## src/rtl/cbd_sampler_ctrl_if.sv

```systemverilog
// rtl/cbd_sampler_ctrl_if.sv - PRF, CBD sampler and polynomial RAM signal bundle
// master = sequencer side, slave = PRF/sampler/RAM side.
interface cbd_sampler_ctrl_if #(
  parameter int ADDR_W = 8
);
  logic              o_prf_req;
  logic [7:0]        o_prf_nonce;
  logic [63:0]       i_prf_data;
  logic              i_prf_valid;
  logic              o_prf_ready;
  logic [1:0]        o_cbd_eta;
  logic [63:0]       o_cbd_ibytes;
  logic              o_cbd_ibytes_valid;
  logic              i_cbd_ibytes_ready;
  logic [47:0]       i_cbd_coeffs;
  logic              i_cbd_coeffs_valid;
  logic              i_cbd_done;
  logic              o_mem_we;
  logic [ADDR_W-1:0] o_mem_addr;
  logic [191:0]      o_mem_wdata;

  modport master (
    output o_prf_req, o_prf_nonce, o_prf_ready, o_cbd_eta, o_cbd_ibytes,
           o_cbd_ibytes_valid, o_mem_we, o_mem_addr, o_mem_wdata,
    input  i_prf_data, i_prf_valid, i_cbd_ibytes_ready, i_cbd_coeffs,
           i_cbd_coeffs_valid, i_cbd_done
  );

  modport slave (
    input  o_prf_req, o_prf_nonce, o_prf_ready, o_cbd_eta, o_cbd_ibytes,
           o_cbd_ibytes_valid, o_mem_we, o_mem_addr, o_mem_wdata,
    output i_prf_data, i_prf_valid, i_cbd_ibytes_ready, i_cbd_coeffs,
           i_cbd_coeffs_valid, i_cbd_done
  );
endinterface

```

## src/rtl/cbd_sampler_ctrl.sv

```systemverilog
// rtl/cbd_sampler_ctrl.sv - sequences the CBD sampler over 1..4 noise polynomials
// Issues one PRF request per polynomial and writes mod-q coefficient words to RAM.
module cbd_sampler_ctrl #(
  parameter int Q      = 3329,
  parameter int ADDR_W = 8
) (
  input  logic              i_clk,
  input  logic              i_rstn,
  input  logic              i_start,
  input  logic [1:0]        i_eta,
  input  logic [2:0]        i_num_poly,
  input  logic [7:0]        i_nonce_base,
  input  logic [ADDR_W-1:0] i_base_addr,
  output logic              o_busy,
  output logic              o_done,
  output logic              o_err,
  cbd_sampler_ctrl_if.master bus
);

  typedef enum logic [1:0] {IDLE, REQ, FEED, DONE} state_e;

  state_e            state_q, state_d;
  logic [1:0]        eta_q, eta_d;
  logic [2:0]        num_q, num_d;
  logic [7:0]        nonce_q, nonce_d;
  logic [ADDR_W-1:0] base_q, base_d;
  logic [2:0]        poly_q, poly_d;
  logic [4:0]        cnt_q, cnt_d;
  logic              err_q, err_d;
  logic              we_q, we_d;
  logic [ADDR_W-1:0] addr_q, addr_d;
  logic [191:0]      wdata_q, wdata_d;

  logic [191:0]      conv;
  logic              conv_bad;
  logic              accept;
  logic [4:0]        cnt_after;

  // Negative v maps to Q+v; for a 3-bit pattern that is (Q-8) + raw bits.
  always_comb begin
    conv     = '0;
    conv_bad = 1'b0;
    for (int i = 0; i < 16; i++) begin
      if (bus.i_cbd_coeffs[47-3*i]) begin
        conv[191-12*i -: 12] = 12'(Q - 8) + {9'd0, bus.i_cbd_coeffs[47-3*i -: 3]};
        if (bus.i_cbd_coeffs[47-3*i -: 3] == 3'b100) conv_bad = 1'b1;
      end else begin
        conv[191-12*i -: 12] = {9'd0, bus.i_cbd_coeffs[47-3*i -: 3]};
      end
    end
  end

  always_comb begin
    state_d   = state_q;
    eta_d     = eta_q;
    num_d     = num_q;
    nonce_d   = nonce_q;
    base_d    = base_q;
    poly_d    = poly_q;
    cnt_d     = cnt_q;
    err_d     = err_q;
    we_d      = 1'b0;
    addr_d    = addr_q;
    wdata_d   = wdata_q;
    cnt_after = cnt_q;
    bus.o_prf_req          = 1'b0;
    bus.o_prf_ready        = 1'b0;
    bus.o_cbd_ibytes_valid = 1'b0;
    accept = i_start && (state_q == IDLE || state_q == DONE);

    case (state_q)
      IDLE, DONE: begin
        if (accept) begin
          eta_d   = i_eta;
          num_d   = i_num_poly;
          nonce_d = i_nonce_base;
          base_d  = i_base_addr;
          poly_d  = 3'd0;
          err_d   = 1'b0;
          if (i_eta != 2'd2 && i_eta != 2'd3) begin
            err_d   = 1'b1;
            state_d = DONE;
          end else if (i_num_poly == 3'd0) begin
            state_d = DONE;
          end else begin
            state_d = REQ;
          end
        end else if (state_q == DONE) begin
          state_d = IDLE;
        end
      end
      REQ: begin
        bus.o_prf_req = 1'b1;
        cnt_d         = 5'd0;
        state_d       = FEED;
      end
      FEED: begin
        bus.o_cbd_ibytes_valid = bus.i_prf_valid;
        bus.o_prf_ready        = bus.i_cbd_ibytes_ready;
        if (bus.i_cbd_coeffs_valid) begin
          if (cnt_q == 5'd16) begin
            err_d = 1'b1;
          end else begin
            we_d      = 1'b1;
            addr_d    = base_q + ADDR_W'({poly_q, 4'b0000}) + ADDR_W'(cnt_q);
            wdata_d   = conv;
            cnt_after = cnt_q + 5'd1;
            if (conv_bad) err_d = 1'b1;
          end
        end
        cnt_d = cnt_after;
        // A coincident final write is counted before the completeness check.
        if (bus.i_cbd_done) begin
          if (cnt_after != 5'd16) err_d = 1'b1;
          if (poly_q == num_q - 3'd1) begin
            state_d = DONE;
          end else begin
            poly_d  = poly_q + 3'd1;
            state_d = REQ;
          end
        end
      end
      default: state_d = IDLE;
    endcase
  end

  always_ff @(posedge i_clk or negedge i_rstn) begin
    if (!i_rstn) begin
      state_q <= IDLE;
      eta_q   <= '0;
      num_q   <= '0;
      nonce_q <= '0;
      base_q  <= '0;
      poly_q  <= '0;
      cnt_q   <= '0;
      err_q   <= 1'b0;
      we_q    <= 1'b0;
      addr_q  <= '0;
      wdata_q <= '0;
    end else begin
      state_q <= state_d;
      eta_q   <= eta_d;
      num_q   <= num_d;
      nonce_q <= nonce_d;
      base_q  <= base_d;
      poly_q  <= poly_d;
      cnt_q   <= cnt_d;
      err_q   <= err_d;
      we_q    <= we_d;
      addr_q  <= addr_d;
      wdata_q <= wdata_d;
    end
  end

  assign bus.o_prf_nonce  = (state_q == REQ) ? nonce_q + {5'd0, poly_q} : 8'd0;
  assign bus.o_cbd_eta    = eta_q;
  assign bus.o_cbd_ibytes = bus.i_prf_data;
  assign bus.o_mem_we     = we_q;
  assign bus.o_mem_addr   = addr_q;
  assign bus.o_mem_wdata  = wdata_q;
  assign o_busy           = (state_q == REQ) || (state_q == FEED);
  assign o_done           = (state_q == DONE);
  assign o_err            = err_q;

endmodule

```

## src/flat_wrapper.sv

```systemverilog
// flat-port wrapper written by rule: the top's interface ports become plain ports
module cbd_sampler_ctrl_flat 
#(
  parameter int Q      = 3329,
  parameter int ADDR_W = 8
)
  (i_clk, i_rstn, i_start, i_eta, i_num_poly, i_nonce_base, i_base_addr, o_busy, o_done, o_err, bus_o_prf_req, bus_o_prf_nonce, bus_o_prf_ready, bus_o_cbd_eta, bus_o_cbd_ibytes, bus_o_cbd_ibytes_valid, bus_o_mem_we, bus_o_mem_addr, bus_o_mem_wdata, bus_i_prf_data, bus_i_prf_valid, bus_i_cbd_ibytes_ready, bus_i_cbd_coeffs, bus_i_cbd_coeffs_valid, bus_i_cbd_done);
  cbd_sampler_ctrl_if #(.ADDR_W(ADDR_W)) bus_i ();
  input  logic i_clk;
  input  logic i_rstn;
  input  logic i_start;
  input  logic [1:0] i_eta;
  input  logic [2:0] i_num_poly;
  input  logic [7:0] i_nonce_base;
  input  logic [ADDR_W-1:0] i_base_addr;
  output logic o_busy;
  output logic o_done;
  output logic o_err;
  output wire logic [$bits(bus_i.o_prf_req)-1:0] bus_o_prf_req;
  output wire logic [$bits(bus_i.o_prf_nonce)-1:0] bus_o_prf_nonce;
  output wire logic [$bits(bus_i.o_prf_ready)-1:0] bus_o_prf_ready;
  output wire logic [$bits(bus_i.o_cbd_eta)-1:0] bus_o_cbd_eta;
  output wire logic [$bits(bus_i.o_cbd_ibytes)-1:0] bus_o_cbd_ibytes;
  output wire logic [$bits(bus_i.o_cbd_ibytes_valid)-1:0] bus_o_cbd_ibytes_valid;
  output wire logic [$bits(bus_i.o_mem_we)-1:0] bus_o_mem_we;
  output wire logic [$bits(bus_i.o_mem_addr)-1:0] bus_o_mem_addr;
  output wire logic [$bits(bus_i.o_mem_wdata)-1:0] bus_o_mem_wdata;
  input wire logic [$bits(bus_i.i_prf_data)-1:0] bus_i_prf_data;
  input wire logic [$bits(bus_i.i_prf_valid)-1:0] bus_i_prf_valid;
  input wire logic [$bits(bus_i.i_cbd_ibytes_ready)-1:0] bus_i_cbd_ibytes_ready;
  input wire logic [$bits(bus_i.i_cbd_coeffs)-1:0] bus_i_cbd_coeffs;
  input wire logic [$bits(bus_i.i_cbd_coeffs_valid)-1:0] bus_i_cbd_coeffs_valid;
  input wire logic [$bits(bus_i.i_cbd_done)-1:0] bus_i_cbd_done;
  assign bus_o_prf_req = bus_i.o_prf_req;
  assign bus_o_prf_nonce = bus_i.o_prf_nonce;
  assign bus_o_prf_ready = bus_i.o_prf_ready;
  assign bus_o_cbd_eta = bus_i.o_cbd_eta;
  assign bus_o_cbd_ibytes = bus_i.o_cbd_ibytes;
  assign bus_o_cbd_ibytes_valid = bus_i.o_cbd_ibytes_valid;
  assign bus_o_mem_we = bus_i.o_mem_we;
  assign bus_o_mem_addr = bus_i.o_mem_addr;
  assign bus_o_mem_wdata = bus_i.o_mem_wdata;
  assign bus_i.i_prf_data = bus_i_prf_data;
  assign bus_i.i_prf_valid = bus_i_prf_valid;
  assign bus_i.i_cbd_ibytes_ready = bus_i_cbd_ibytes_ready;
  assign bus_i.i_cbd_coeffs = bus_i_cbd_coeffs;
  assign bus_i.i_cbd_coeffs_valid = bus_i_cbd_coeffs_valid;
  assign bus_i.i_cbd_done = bus_i_cbd_done;
  cbd_sampler_ctrl #(.Q(Q), .ADDR_W(ADDR_W)) u_core (.i_clk(i_clk), .i_rstn(i_rstn), .i_start(i_start), .i_eta(i_eta), .i_num_poly(i_num_poly), .i_nonce_base(i_nonce_base), .i_base_addr(i_base_addr), .o_busy(o_busy), .o_done(o_done), .o_err(o_err), .bus(bus_i));
endmodule
```

## config.mk

```make
export PLATFORM = sky130hd
export DESIGN_NAME = cbd_sampler_ctrl_flat
export DESIGN_NICKNAME = d
export VERILOG_FILES = /design/src/rtl/cbd_sampler_ctrl_if.sv /design/src/rtl/cbd_sampler_ctrl.sv /design/src/flat_wrapper.sv
export SDC_FILE = /design/constraint.sdc
export NUM_CORES = 1
export LEC_CHECK = 0
export BUFFER_PORTS_ARGS = -buffer_cell sky130_fd_sc_hd__buf_4
export CAP_MARGIN = 40
export CORE_AREA = 2 2 166 168
export CTS_BUF_LIST = sky130_fd_sc_hd__clkbuf_16
export CTS_CLUSTER_SIZE = 30
export DETAILED_ROUTE_END_ITERATION = 7
export DIE_AREA = 0 0 168 170
export GPL_TIMING_DRIVEN = 0
export PLACE_DENSITY = 0.6
export SYNTH_ARGS = -nofsm -noshare
export SYNTH_HDL_FRONTEND = slang
export SYNTH_SLANG_ARGS = --single-unit
```

## constraint.sdc

```tcl
create_clock -name i_clk -period 4.4 [get_ports i_clk]
set_input_delay 1.1 -clock i_clk [delete_from_list [all_inputs] [get_ports i_clk]]
set_output_delay 1.1 -clock i_clk [all_outputs]
set_load 0.01 [all_outputs]
```

## Word-level counts from Yosys, hierarchy flattened

Cells that the tools add are included.

| cells by class | value |
|---|---|
| muxes and demuxes | 78 |
| equal/unequal tests | 28 |
| reductions and logical operators | 14 |
| bitwise gates (word level) | 1 |
| $add $sub $neg | 22 |

Operator list:

| operator | count |
|---|---|
| adder 11 x 4 -> 12 bit (first input constant) | 16 |
| two-way mux 12 bit | 16 |
| == test 3 bit (second input constant) | 16 |
| two-way mux 1 bit | 45 |
| two-way mux 5 bit | 3 |
| two-way mux 2 bit | 6 |
| one-hot mux 5 bit (2 select lines) | 1 |
| two-way mux 3 bit | 3 |
| adder 8 x 3 -> 8 bit | 1 |
| adder 8 x 5 -> 8 bit | 1 |
| adder 8 x 7 -> 8 bit | 1 |
| two-way mux 8 bit | 1 |
| inequality test 2 bit (second input constant) | 4 |
| one-hot mux 2 bit (3 select lines) | 1 |
| one-hot mux 3 bit (2 select lines) | 1 |
| AND reduction 2 bit | 3 |
| adder 5 x 1 -> 5 bit (second input constant) | 1 |
| == test 5 bit (second input constant) | 1 |
| inequality test 5 bit (second input constant) | 1 |
| == test 2 bit (second input constant) | 2 |
| AND reduction 4 bit | 1 |
| nonzero test 2 bit | 2 |
| adder 3 x 1 -> 3 bit (second input constant) | 1 |
| == test 3 bit | 1 |
| 12 further kinds | 14 |

| storage, ports and cells | value |
|---|---|
| bits of input ports | 140 |
| logic and storage cells | 154 |
| register bits | 233 |

## Longest topological paths before layout

Gate-level depths: netlist of run 1.

| logic depth | value |
|---|---|
| depth after elaboration | 39 |
| mapped depth | 9 |

## Worst setup path before layout of run 1

Ideal clock, no wire load.

| timing path | value |
|---|---|
| kind | register to output |
| start | reg u_core.poly_q[0] |
| end | out bus_o_prf_nonce[6] |
| path slack | 1.561 ns |
| data required time | 3.300 ns |
| stages on the path, launching flop included | 8 |
| data arrival time | 1.739 ns |
| cell sequence | dfrtp_1 > ha_1 > fa_1 > a21oi_1 > nor2b_1 > and3_1 > xnor2_1 > nor2b_1 |

| between the ends | value |
|---|---|
| longest elaborated chain between the ends | 2 |

Ends and longest elaborated chain:

| element | RTL line | RTL |
|---|---|---|
| start, declared | cbd_sampler_ctrl.sv:27 | `logic [2:0] poly_q, poly_d;` |
| start signal, assigned | cbd_sampler_ctrl.sv:146 | `poly_q <= poly_d;` |
| adder 8 x 3 -> 8 bit | cbd_sampler_ctrl.sv:155 | `assign bus.o_prf_nonce = (state_q == REQ) ? nonce_q + {5'd0, poly_q} : 8'd0;` |
| two-way mux 8 bit | cbd_sampler_ctrl.sv:155 |  |
| end, declared | flat_wrapper.sv:20 | `output wire logic [$bits(bus_i.o_prf_nonce)-1:0] bus_o_prf_nonce;` |

No other way between the ends.

## Worst setup path after layout of run 1

Same ends and word-level chain as after synthesis.

==> results of run 1 <==
## through the flow
| stage | cells | power [uW] | utilization (%) | area [sq um] | setup WS (ns) |
|---|---|---|---|---|---|
| after floorplan | 928 | 4310 | - | 8400 | 1.56 |
| after global placement | 1593 | 6210 | 42.2 | 11300 | 1.37 |
| final | 1626 | 7650 | 44.6 | 11900 | 0.925 |
| after CTS | 1626 | 7770 | 44.6 | 11900 | 0.888 |
| after detailed placement | 1594 | 6280 | 42.4 | 11300 | 1.35 |
| after global routing | 1626 | 8210 | 44.6 | 11900 | 0.795 |
## cell usage after synthesis (2+ instances only)
| cell | count |
|---|---|
| ha_1 | 55 |
| a21o_1 | 4 |
| and2_1 | 7 |
| a211o_1 | 2 |
| a21boi_0 | 2 |
| xor2_1 | 5 |
| nor3_1 | 4 |
| nor2b_1 | 6 |
| nand2_1 | 186 |
| a22oi_1 | 4 |
| nor3b_1 | 3 |
| inv_1 | 43 |
| dfrtp_1 | 137 |
| mux2_2 | 14 |
| a21oi_1 | 12 |
| buf_1 | 9 |
| fa_1 | 3 |
| nand4_1 | 5 |
| clkbuf_1 | 17 |
| o22ai_1 | 5 |
| nand2b_1 | 18 |
| a31oi_1 | 3 |
| buf_2 | 15 |
| o211ai_1 | 2 |
| or3_1 | 2 |
| o21ai_0 | 97 |
| mux2i_1 | 16 |
| a211oi_1 | 2 |
| buf_6 | 3 |
| xnor2_1 | 25 |
| nor2_1 | 7 |
| buf_4 | 160 |
| clkbuf_2 | 3 |
| nand3_1 | 18 |
## report_power, final
part           switching [uW]  internal (uW)  total, uW
logic                    1850           2050       3900
clock network             615            846       1460
registers                 469           1820       2290
total                    2940           4710       7650
## metal layers
metal,global-route usage [%],up-vias,part of all wire [%]
met5,0,-,0
li1,-,3518,-
met2,30.1,268,49
met1,22.5,3392,43
met3,4.14,22,6.7
met4,4.73,0,1.4
## kinds of logic after synthesis
kind of cell               synth area share (%)
and+or+nand+nor                            14.0
buffers and inverters                      19.0
AOI/OAI and AO/OA                          9.67
DFF                                        41.1
adders and majority gates                  8.97
xor gates and xnor gates                   3.42
muxes                                      3.81
other                                    0.0449
## layout make-up
class	instances	area (sq um)
repair buffers	325	2460
fillers	2653	14800
clock buffers	17	425
well taps	341	427
inverters	44	165
clock inverters	15	163
flip-flops and latches	137	3430
plain buffers	207	1420
multi-input cells	540	3380
## worst min path at each step
stage	start	end	slack, ns	cells after the start
after global placement	u_core.bus.o_mem_wdata[188]$_DFFE_PN0P_	u_core.bus.o_mem_wdata[188]$_DFFE_PN0P_	0.45	2
after floorplan	u_core.base_q[0]$_DFFE_PN0P_	u_core.base_q[0]$_DFFE_PN0P_	0.45	2
after CTS	u_core.bus.o_mem_wdata[104]$_DFFE_PN0P_	u_core.bus.o_mem_wdata[104]$_DFFE_PN0P_	0.47	2
after detailed placement	u_core.bus.o_mem_wdata[104]$_DFFE_PN0P_	u_core.bus.o_mem_wdata[104]$_DFFE_PN0P_	0.46	2
after global routing	u_core.bus.o_mem_wdata[116]$_DFFE_PN0P_	u_core.bus.o_mem_wdata[116]$_DFFE_PN0P_	0.49	2
final	u_core.bus.o_mem_wdata[116]$_DFFE_PN0P_	u_core.bus.o_mem_wdata[116]$_DFFE_PN0P_	0.47	2
## critical path, cell delays in order, from the launching register on
cell	delay [ns]
dfrtp_1	0.49
ha_1	0.28
fa_1	0.40
a21oi_1	0.16
nor2b_1	0.08
and3_1	0.19
xnor2_1	0.12
nor2b_1	0.10
buf_4	0.12
## sequential cells by signal (all words and copies together) (netlist names)
signal                  flops
u_core.bus.o_mem_wdata     96
u_core.poly_q               3
u_core.base_q               8
u_core.bus.o_mem_we         1
u_core.o_err                1
u_core.bus.o_mem_addr       8
u_core.cnt_q                5
u_core.num_q                3
u_core.state_q              2
u_core.bus.o_cbd_eta        2
u_core.nonce_q              8
==> reports/metrics.csv, run 1 <==
stage;metric;value;unit
synth;ys.flop_type;dfrtp_1;
synth;post_synth_inst_count;913;
sta;setup_viol;0;
clocking;root_buffer;clkbuf_16;
floorplan;rows;60;
clocking;clkSlewWorstSetupHoldPaths;0.06;ns
power_and_ir_drop;irDropWorstVdd;0.213;mV
setup_path;path_class;register to output pin;
layout;drive_gt1_share;43.0;%
floorplan;coreArea;26700;sq um
synth;synthTopCellsByArea;dfrtp_1 41%, buf_4 14%, nand2_1 8.4%;
layout;area_delta_synth_final;42.4;%
synth;netlist_area;8340;sq um
power_and_ir_drop;powerDensity;644;nW/um^2
clocking;cts_setup_buffers;0;
synth;synth_largest_area_cell;dfrtp_1;
clocking;cts.htree.levels;4;
synth;synth.avg_cell_area;9.14;sq um
sta;slew_violations;0;
sta;skew;0.0175;ns
routing;wire_per_inst;15.9;um
clocking;cts.sinks;137;
floorplan;pin_count;421;
floorplan;dieHeight;170;um
setup_path;crit_path_end;bus_o_prf_nonce[6];
routing;vias_per_cell;4.43;
clocking;cts_hold_buf;0;
floorplan;die_w;168;um
sta;finalHoldViolCount;0;
routing;drc;0;
synth;netlist-cell-type-count;53;
routing;routed_wl;25800;um
setup_path;reg2reg_setup_slack;2.09;ns
clocking;max-clock-path-buffers;2;
synth;ys_seq_area_share;41.1;%
routing;ant_nets;0;
sta;relSlewSlack;55.0;%
setup_path;crit_path_end_kind;output pin;
layout;antenna_cells;0;
synth;synth_edf_count;0;
grt;grt_pass1_wl;38600;um
grt;antenna_found_initial;0;
grt;gr-total-overflow;0;
sta;finalCriticalPeriod;3.47;ns
setup_path;reg2regPathDepth;8;
setup_path;reg2reg_from;u_core.cnt_q[1]$_DFFE_PN0N_;
clocking;insertion_delay;0.43;ns
place;hpwl;20500;um
grt;grt_pass1_vias;6789;
sta;hold_slack;0.467;ns
power_and_ir_drop;leakage;0.00644;uW
sta;tightestPinTransition;0.675;ns
sta;rsz0062_at_grt;false;
synth;ys_ff_latch;137;
clocking;cts_buffers;17;
floorplan;die_area;28600;sq um
place;gp_congestion;0.796;
place;io_buffer_count;324;
layout;layout_common_cells;483 x buf_4, 186 x nand2_1, 137 x dfrtp_1;
floorplan;start_util;31.3;%
setup_path;startpoint_type;register;
worst_hold_path;worstHoldPathType;register to register;
routing;drt_iter0_drc;260;
layout;final_common_cell;buf_4;
layout;fin_nets;1470;
setup_path;arrival;2.37;ns
routing;drt_pass1_iterations;4;
synth;synth_top_area_share;41.1;%
synth;async_flop_share;100;%
sta;period_share;79.0;%
setup_path;startpoint;u_core.poly_q[0]$_DFFE_PN0P_;
grt;grt.total_usage;17.7;%
synth;yosys_warnings;0;
setup_path;required;3.30;ns
clocking;ctsResizeCount;0;
sta;tns;0;ns
flow_run;drv_cap;0;
routing;vias;7200;
setup_path;worstPathMaxFanout;6;
sta;fmax;0.288;GHz
status;status;finished clean;
setup_path;worstReg2RegEnd;u_core.bus.o_mem_addr[7]$_DFFE_PN0P_;
grt;grt_max_degree;79;
clocking;cts_tree;done;
(Power assumes the default switching activity.)
==> run 2, diff against run 1 <==
--- a/config.mk
+++ b/config.mk
@@ -7,13 +7,13 @@
 export LEC_CHECK = 0
 export BUFFER_PORTS_ARGS = -buffer_cell sky130_fd_sc_hd__buf_4
 export CAP_MARGIN = 40
-export CORE_AREA = 2 2 166 168
+export CORE_AREA = 2 2 163 165
 export CTS_BUF_LIST = sky130_fd_sc_hd__clkbuf_16
 export CTS_CLUSTER_SIZE = 30
 export DETAILED_ROUTE_END_ITERATION = 7
-export DIE_AREA = 0 0 168 170
+export DIE_AREA = 0 0 165 167
 export GPL_TIMING_DRIVEN = 0
-export PLACE_DENSITY = 0.6
+export PLACE_DENSITY = 0.62
 export SYNTH_ARGS = -nofsm -noshare
 export SYNTH_HDL_FRONTEND = slang
 export SYNTH_SLANG_ARGS = --single-unit
==> constraint.sdc (replaced) <==
create_clock -name i_clk -period 3.2 [get_ports i_clk]
set_input_delay 0.8 -clock i_clk [delete_from_list [all_inputs] [get_ports i_clk]]
set_output_delay 0.8 -clock i_clk [all_outputs]
set_load 0.01 [all_outputs]
==> run 2 against run 1 <==
Compared with the run above: combinational power up 38%; final cell count down 0.12%; die area down 3.5%; clock skew down 0.0066 ns; highest routed layer unchanged; global-route usage up 0.69 points; sequential cell count unchanged; via count down 0.53%; sequential power up 37%; sequential share of layout area up 0.096 points; clock power up 21%; critical endpoint unchanged; utilization up 1.4 points.
==> reports/metrics.csv, run 2 (same netlist as run 1, synthesis figures left out) <==
stage;metric;value;unit
routing;routed_wl;25400;um
setup_path;required;2.40;ns
layout;nFillCells;2503;
setup_path;path_class;register to output pin;
layout;final_common_cell;buf_4;
floorplan;start_util;32.4;%
power_and_ir_drop;p_total;10300;uW
place;io_buffer_count;324;
setup_path;crit_path_end_kind;output pin;
clocking;cts.sinks;137;
setup_path;reg2regPathDepth;8;
power_and_ir_drop;leakage;0.00644;uW
clocking;clkSlewWorstSetupHoldPaths;0.06;ns
setup_path;arrival;2.20;ns
clocking;cts_tree;done;
place;hpwl;20400;um
power_and_ir_drop;irDropWorstVdd;0.406;mV
layout;area_delta_synth_final;41.9;%
grt;grtUsageMet3;4.01;%
routing;drc;0;
grt;grt.busiest_layer;met2;
clocking;cts.htree.levels;4;
clocking;cts_hold_buf;0;
routing;vias_per_cell;4.41;
power_and_ir_drop;switchingPower;3970;uW
grt;use_met2;31.5;%
floorplan;die_w;165;um
sta;relSlewSlack;59.4;%
clocking;cts_buffers;17;
sta;tns;0;ns
grt;grt_pass1_wl;38500;um
grt;grt_pass1_vias;6908;
sta;rsz0062_at_grt;false;
worst_hold_path;worstHoldPathType;primary input to async pin;
layout;layout_common_cells;486 x buf_4, 186 x nand2_1, 136 x dfrtp_1;
sta;worst_slack;0.202;ns
setup_path;worstPathMaxFanout;6;
routing;wire_per_inst;15.6;um
routing;vias;7162;
power_and_ir_drop;powerDensity;869;nW/um^2
setup_path;startpoint_type;register;
routing;drt_pass1_iterations;4;
sta;tightestPinTransition;0.609;ns
place;gp_congestion;0.787;
status;status;finished clean;
sta;hold_slack;0.371;ns
layout;largest_register_ffs;96;
floorplan;dieHeight;167;um
power_and_ir_drop;p_int;6320;uW
flow_run;drv_cap;0;
floorplan;die_area;27600;sq um
setup_path;worstReg2RegEnd;u_core.bus.o_mem_addr[7]$_DFFE_PN0P_;
floorplan;rows;59;
power_and_ir_drop;p_seq_share;30.5;%
layout;fin_nets;1473;
place;dp_worst_setup_slack;0.507;ns
grt;antenna_found_initial;1;
grt;grt_max_degree;77;
power_and_ir_drop;comb_power_share;52.2;%
setup_path;reg2reg_setup_slack;0.89;ns
floorplan;coreArea;25800;sq um
clocking;insertion_delay;0.42;ns
sta;setup_viol;0;
sta;period_share;93.7;%
place;postPlaceCellArea;11300;sq um
sta;finalHoldViolCount;0;
routing;ant_nets;0;
grt;gr-usage-met1;23.3;%
sta;skew;0.0109;ns
sta;finalCriticalPeriod;3.00;ns
clocking;root_buffer;clkbuf_16;
power_and_ir_drop;switching_share;38.6;%
clocking;max-clock-path-buffers;2;
layout;drive_gt1_share;43.3;%
sta;fmax;0.334;GHz
layout;final_area;11800;sq um
floorplan;pin_count;421;
sta;slew_violations;0;
power_and_ir_drop;clkPwrFrac;17.2;%
grt;grt.total_usage;18.3;%
setup_path;reg2reg_from;u_core.cnt_q[1]$_DFFE_PN0N_;
grt;gr-total-overflow;0;
routing;drt_iter0_drc;286;
==> run 2: cell types whose count changed in the layout (fill, tap and decap cells not counted), sizes merged <==
cell	before	now
clkinv	3	9
buf	512	515
bufinv	2	0
clkinvlp	4	2
inv	50	48
diode	0	1
==> run 2: power by group through the flow <==
stage          Combinational [uW]  Clock, uW  Sequential, uW
6_report                     5370       1770            3140
5_1_grt                      5940       1910            3260
4_1_cts                      5440       1820            3160
3_5_place_dp                 5430          0            3190
3_3_place_gp                 5350          0            3160
2_1_floorplan                2630          0            3300
==> run 2: worst max path at each step <==
stage | start | end | slack [ns] | cells past startpoint
after floorplan | u_core.poly_q[0]$_DFFE_PN0P_ | bus_o_prf_nonce[6] | 0.66 | 7
after global placement | u_core.poly_q[0]$_DFFE_PN0P_ | bus_o_prf_nonce[6] | 0.49 | 8
after detailed placement | u_core.poly_q[0]$_DFFE_PN0P_ | bus_o_prf_nonce[6] | 0.51 | 8
after CTS | u_core.poly_q[0]$_DFFE_PN0P_ | bus_o_prf_nonce[6] | 0.04 | 8
after global routing | u_core.poly_q[0]$_DFFE_PN0P_ | bus_o_prf_nonce[6] | 0.04 | 8
final | u_core.poly_q[0]$_DFFE_PN0P_ | bus_o_prf_nonce[6] | 0.20 | 8
==> run 2: area by class of cell <==
class,count,area (sq um),share of cell area [%]
Sequential cell,137,3430,29.0
Multi-Input combinational cell,540,3390,28.7
Timing Repair Buffer,328,2490,21.0
Buffer,207,1420,12.0
Clock buffer,17,425,3.59
Tap cell,335,419,3.54
Inverter,44,165,1.39
Clock inverter,15,98.8,0.835
Antenna cell,1,2.50,0.0211
==> run 2: timing repair <==
item,CTS,global route
setup endpoints to repair,0,3
setup buffers,0,3
gates resized for setup,0,4
==> run 2: routing by layer <==
layer | wire, um | up-vias
li1 | - | 3527
met5 | 0 | -
met3 | 1750 | 14
met1 | 10600 | 3365
met4 | 244 | 0
met2 | 12700 | 256
==> run 2: critical path, cell delays in order, from the launching register on <==
cell and delay [ns]:
dfrtp_2 0.44, ha_1 0.24, fa_2 0.36, a21oi_2 0.12
nor2b_1 0.08, and3_1 0.19, xnor2_1 0.12, nor2b_1 0.10
buf_4 0.13
==> run 2: stage by stage <==
| stage | util, % | instances |
|---|---|---|
| global placement | 43.7 | 1587 |
| floorplan | - | 928 |
| global route | 46.0 | 1623 |
| finish | 46.0 | 1624 |
| CTS | 45.8 | 1620 |
| detailed placement | 43.8 | 1588 |
==> run 3, diff against run 2 <==
--- a/config.mk
+++ b/config.mk
@@ -5,15 +5,16 @@
 export SDC_FILE = /design/constraint.sdc
 export NUM_CORES = 1
 export LEC_CHECK = 0
+export ABC_AREA = 1
 export BUFFER_PORTS_ARGS = -buffer_cell sky130_fd_sc_hd__buf_4
 export CAP_MARGIN = 40
-export CORE_AREA = 2 2 163 165
+export CORE_AREA = 2 2 165 167
 export CTS_BUF_LIST = sky130_fd_sc_hd__clkbuf_16
 export CTS_CLUSTER_SIZE = 30
 export DETAILED_ROUTE_END_ITERATION = 7
-export DIE_AREA = 0 0 165 167
+export DIE_AREA = 0 0 167 169
 export GPL_TIMING_DRIVEN = 0
-export PLACE_DENSITY = 0.62
+export PLACE_DENSITY = 0.6
 export SYNTH_ARGS = -nofsm -noshare
 export SYNTH_HDL_FRONTEND = slang
 export SYNTH_SLANG_ARGS = --single-unit
==> run 3 against run 2 <==
Compared with the run above: sequential cell count is the same; via count grew 0.46%; power grew 2.4%; combinational power is essentially flat; final cell count grew 4.1%; non-clock buffer count shrank 11; area after synthesis shrank 2.3%; utilization shrank 1.4 points; sequential share of layout area grew 0.092 points; global-route usage shrank 1.0 points; clock-buffer cell count is the same; critical path type unchanged; setup slack lost 0.053 ns.
==> reports/metrics.csv, run 3 <==
stage;metric;value;unit
layout;area_delta_synth_final;44.9;%
floorplan;coreArea;26500;sq um
setup_path;reg2regPathDepth;10;
synth;yosys_warnings;0;
place;io_buffer_count;340;
place;postPlaceCellArea;11200;sq um
routing;drt_iter0_drc;334;
synth;post_synth_inst_count;962;
setup_path;path_class;register to output pin;
sta;period_share;95.3;%
synth;ys_seq_area_share;42.1;%
routing;ant_nets;0;
grt;grt.total_usage;17.3;%
sta;rsz0062_at_grt;false;
floorplan;die_area;28200;sq um
power_and_ir_drop;powerDensity;892;nW/um^2
layout;layout_common_cells;501 x buf_4, 308 x nand2_1, 136 x dfrtp_1;
place;hpwl;19300;um
setup_path;cp_common_cell;nor3_1;
layout;nFillCells;2688;
clocking;cts_tree;done;
synth;ys.flop_type;dfrtp_1;
layout;final_common_cell;buf_4;
sta;finalHoldViolCount;0;
layout;antenna_cells;0;
routing;routed_wl;24600;um
sta;relSlewSlack;55.1;%
sta;tightestPinTransition;0.674;ns
clocking;clkSlewWorstSetupHoldPaths;0.07;ns
setup_path;worstReg2RegEnd;u_core.bus.o_mem_addr[7]$_DFFE_PN0P_;
clocking;insertion_delay;0.44;ns
synth;synth_top_area_share;42.1;%
clocking;max-clock-path-buffers;2;
grt;grt_pass1_vias;6931;
setup_path;reg2reg_setup_slack;0.98;ns
sta;fmax;0.328;GHz
grt;grt_max_degree;74;
layout;fin_nets;1535;
floorplan;pin_count;421;
clocking;root_buffer;clkbuf_16;
setup_path;worstPathMaxFanout;7;
setup_path;startpoint;u_core.poly_q[0]$_DFFE_PN0P_;
synth;ys_ff_latch;137;
grt;antenna_found_initial;0;
synth;async_flop_share;100;%
synth;synth_largest_area_cell;dfrtp_1;
power_and_ir_drop;irDropWorstVdd;0.437;mV
synth;netlist-cell-type-count;34;
synth;synth.avg_cell_area;8.47;sq um
grt;grt_pass1_wl;38100;um
routing;drt_pass1_iterations;4;
clocking;cts.sinks;137;
setup_path;path_cells;ha_1, fa_1, a21oi_1, nor2_1, nand2_1, nor3_1, nor3_1, buf_4;
worst_hold_path;worstHoldPathType;primary input to async pin;
sta;slew_violations;0;
place;gp_congestion;0.825;
sta;tns;0;ns
floorplan;die_w;167;um
sta;skew;0.0144;ns
layout;seq_area;3430;sq um
layout;largest_register_ffs;96;
setup_path;crit_path_end_kind;output pin;
routing;met3WireLength;1820;um
routing;wl_met2;12600;um
setup_path;required;2.40;ns
power_and_ir_drop;leakage;0.00684;uW
sta;setup_viol;0;
setup_path;cpLargestDelayFamily;adder cells;
grt;gr-total-overflow;0;
status;status;finished clean;
routing;top_layer_used;met4;
routing;vias;7195;
floorplan;start_util;30.7;%
routing;wire_per_inst;14.6;um
flow_run;drv_cap;0;
setup_path;reg2reg_from;u_core.cnt_q[1]$_DFFE_PN0N_;
setup_path;cp_slowest_cell;dfrtp_2;
clocking;cts_setup_buffers;0;
synth;yosysMostFrequentCell;nand2_1;
routing;vias_per_cell;4.25;
setup_path;arrival;2.25;ns
clocking;cts_hold_buf;0;
layout;final_area;11800;sq um
synth;yosys-top-cells-count;308 x nand2_1, 162 x buf_4, 137 x dfrtp_1, 79 x o21ai_0, 76 x inv_1;
setup_path;cp_num_buf_inv;1;
routing;m1WireLength;9900;um
setup_path;startpoint_type;register;
floorplan;rows;60;
setup_path;cp_slowest_stage_delay;0.47;ns
layout;drive_gt1_share;41.6;%
routing;drc;0;
clocking;cts_buffers;17;
layout;multiInputGateArea;3120;sq um
floorplan;dieHeight;169;um
synth;netlist_area;8150;sq um
synth;synth_edf_count;0;
clocking;cts.htree.levels;4;
synth;synthTopCellsByArea;dfrtp_1 42%, buf_4 15%, nand2_1 14%;
sta;finalCriticalPeriod;3.05;ns
==> run 3: repair_timing <==
| item | in CTS | in global routing |
|---|---|---|
| endpoints found under the hold margin | 0 | 0 |
| resized for setup | 0 | 2 |
| endpoints found under the setup margin | 0 | 2 |
==> run 3: cells by family (layout without fill, tap and decap cells) <==
logic type | Yosys count | in the layout | synth area share (%)
simple gates | 358 | 358 | 17.4
buf+inv | 262 | 635 | 20.4
flops | 137 | 137 | 42.1
compound gates | 122 | 122 | 8.40
fa+ha+maj | 58 | 58 | 9.18
xor+xnor | 24 | 24 | 2.58
other cells | 1 | 16 | 0.0460
==> run 3: cell type report <==
class | instances | area share [%]
flip-flops and latches | 137 | 29.1
inverters | 79 | 2.53
clock inverters | 15 | 1.35
well taps | 341 | 3.61
repair buffers | 341 | 21.9
clock buffers | 17 | 3.60
plain buffers | 183 | 11.5
multi-input cells | 578 | 26.4
==> run 3: layer usage <==
metal	vias up	GRT usage (%)
li1	3608	-
met1	3291	20.9
met2	278	30.8
met3	18	4.47
met4	0	4.39
met5	-	0
==> run 3: metrics by stage <==
step | utilization, % | std cells | power [uW] | setup WS (ns) | hold WS [ns]
finish | 44.5 | 1691 | 10500 | 0.150 | 0.356
global route | 44.5 | 1691 | 11300 | 0.00441 | 0.416
CTS | 44.5 | 1691 | 10700 | 0.104 | 0.396
detailed placement | 42.3 | 1659 | 8670 | 0.589 | 0.462
global placement | 42.2 | 1658 | 8580 | 0.556 | 0.455
floorplan | - | 977 | 5980 | 0.761 | 0.446
==> run 3: where the power goes <==
part           switching (uW)  leakage, uW  internal (uW)
clock                     887     0.000283           1100
combinational            2610      0.00482           2790
sequential                636      0.00174           2510
==> run 3: worst max path at each step <==
| stage | end | slack (ns) | cells after the start |
|---|---|---|---|
| 2_1_floorplan | bus_o_prf_nonce[6] | 0.76 | 7 |
| 3_3_place_gp | bus_o_prf_nonce[6] | 0.56 | 8 |
| 3_5_place_dp | bus_o_prf_nonce[6] | 0.59 | 8 |
| 4_1_cts | bus_o_prf_nonce[6] | 0.10 | 8 |
| 5_1_grt | bus_o_prf_nonce[6] | 0.004 | 8 |
| 6_report | bus_o_prf_nonce[6] | 0.15 | 8 |
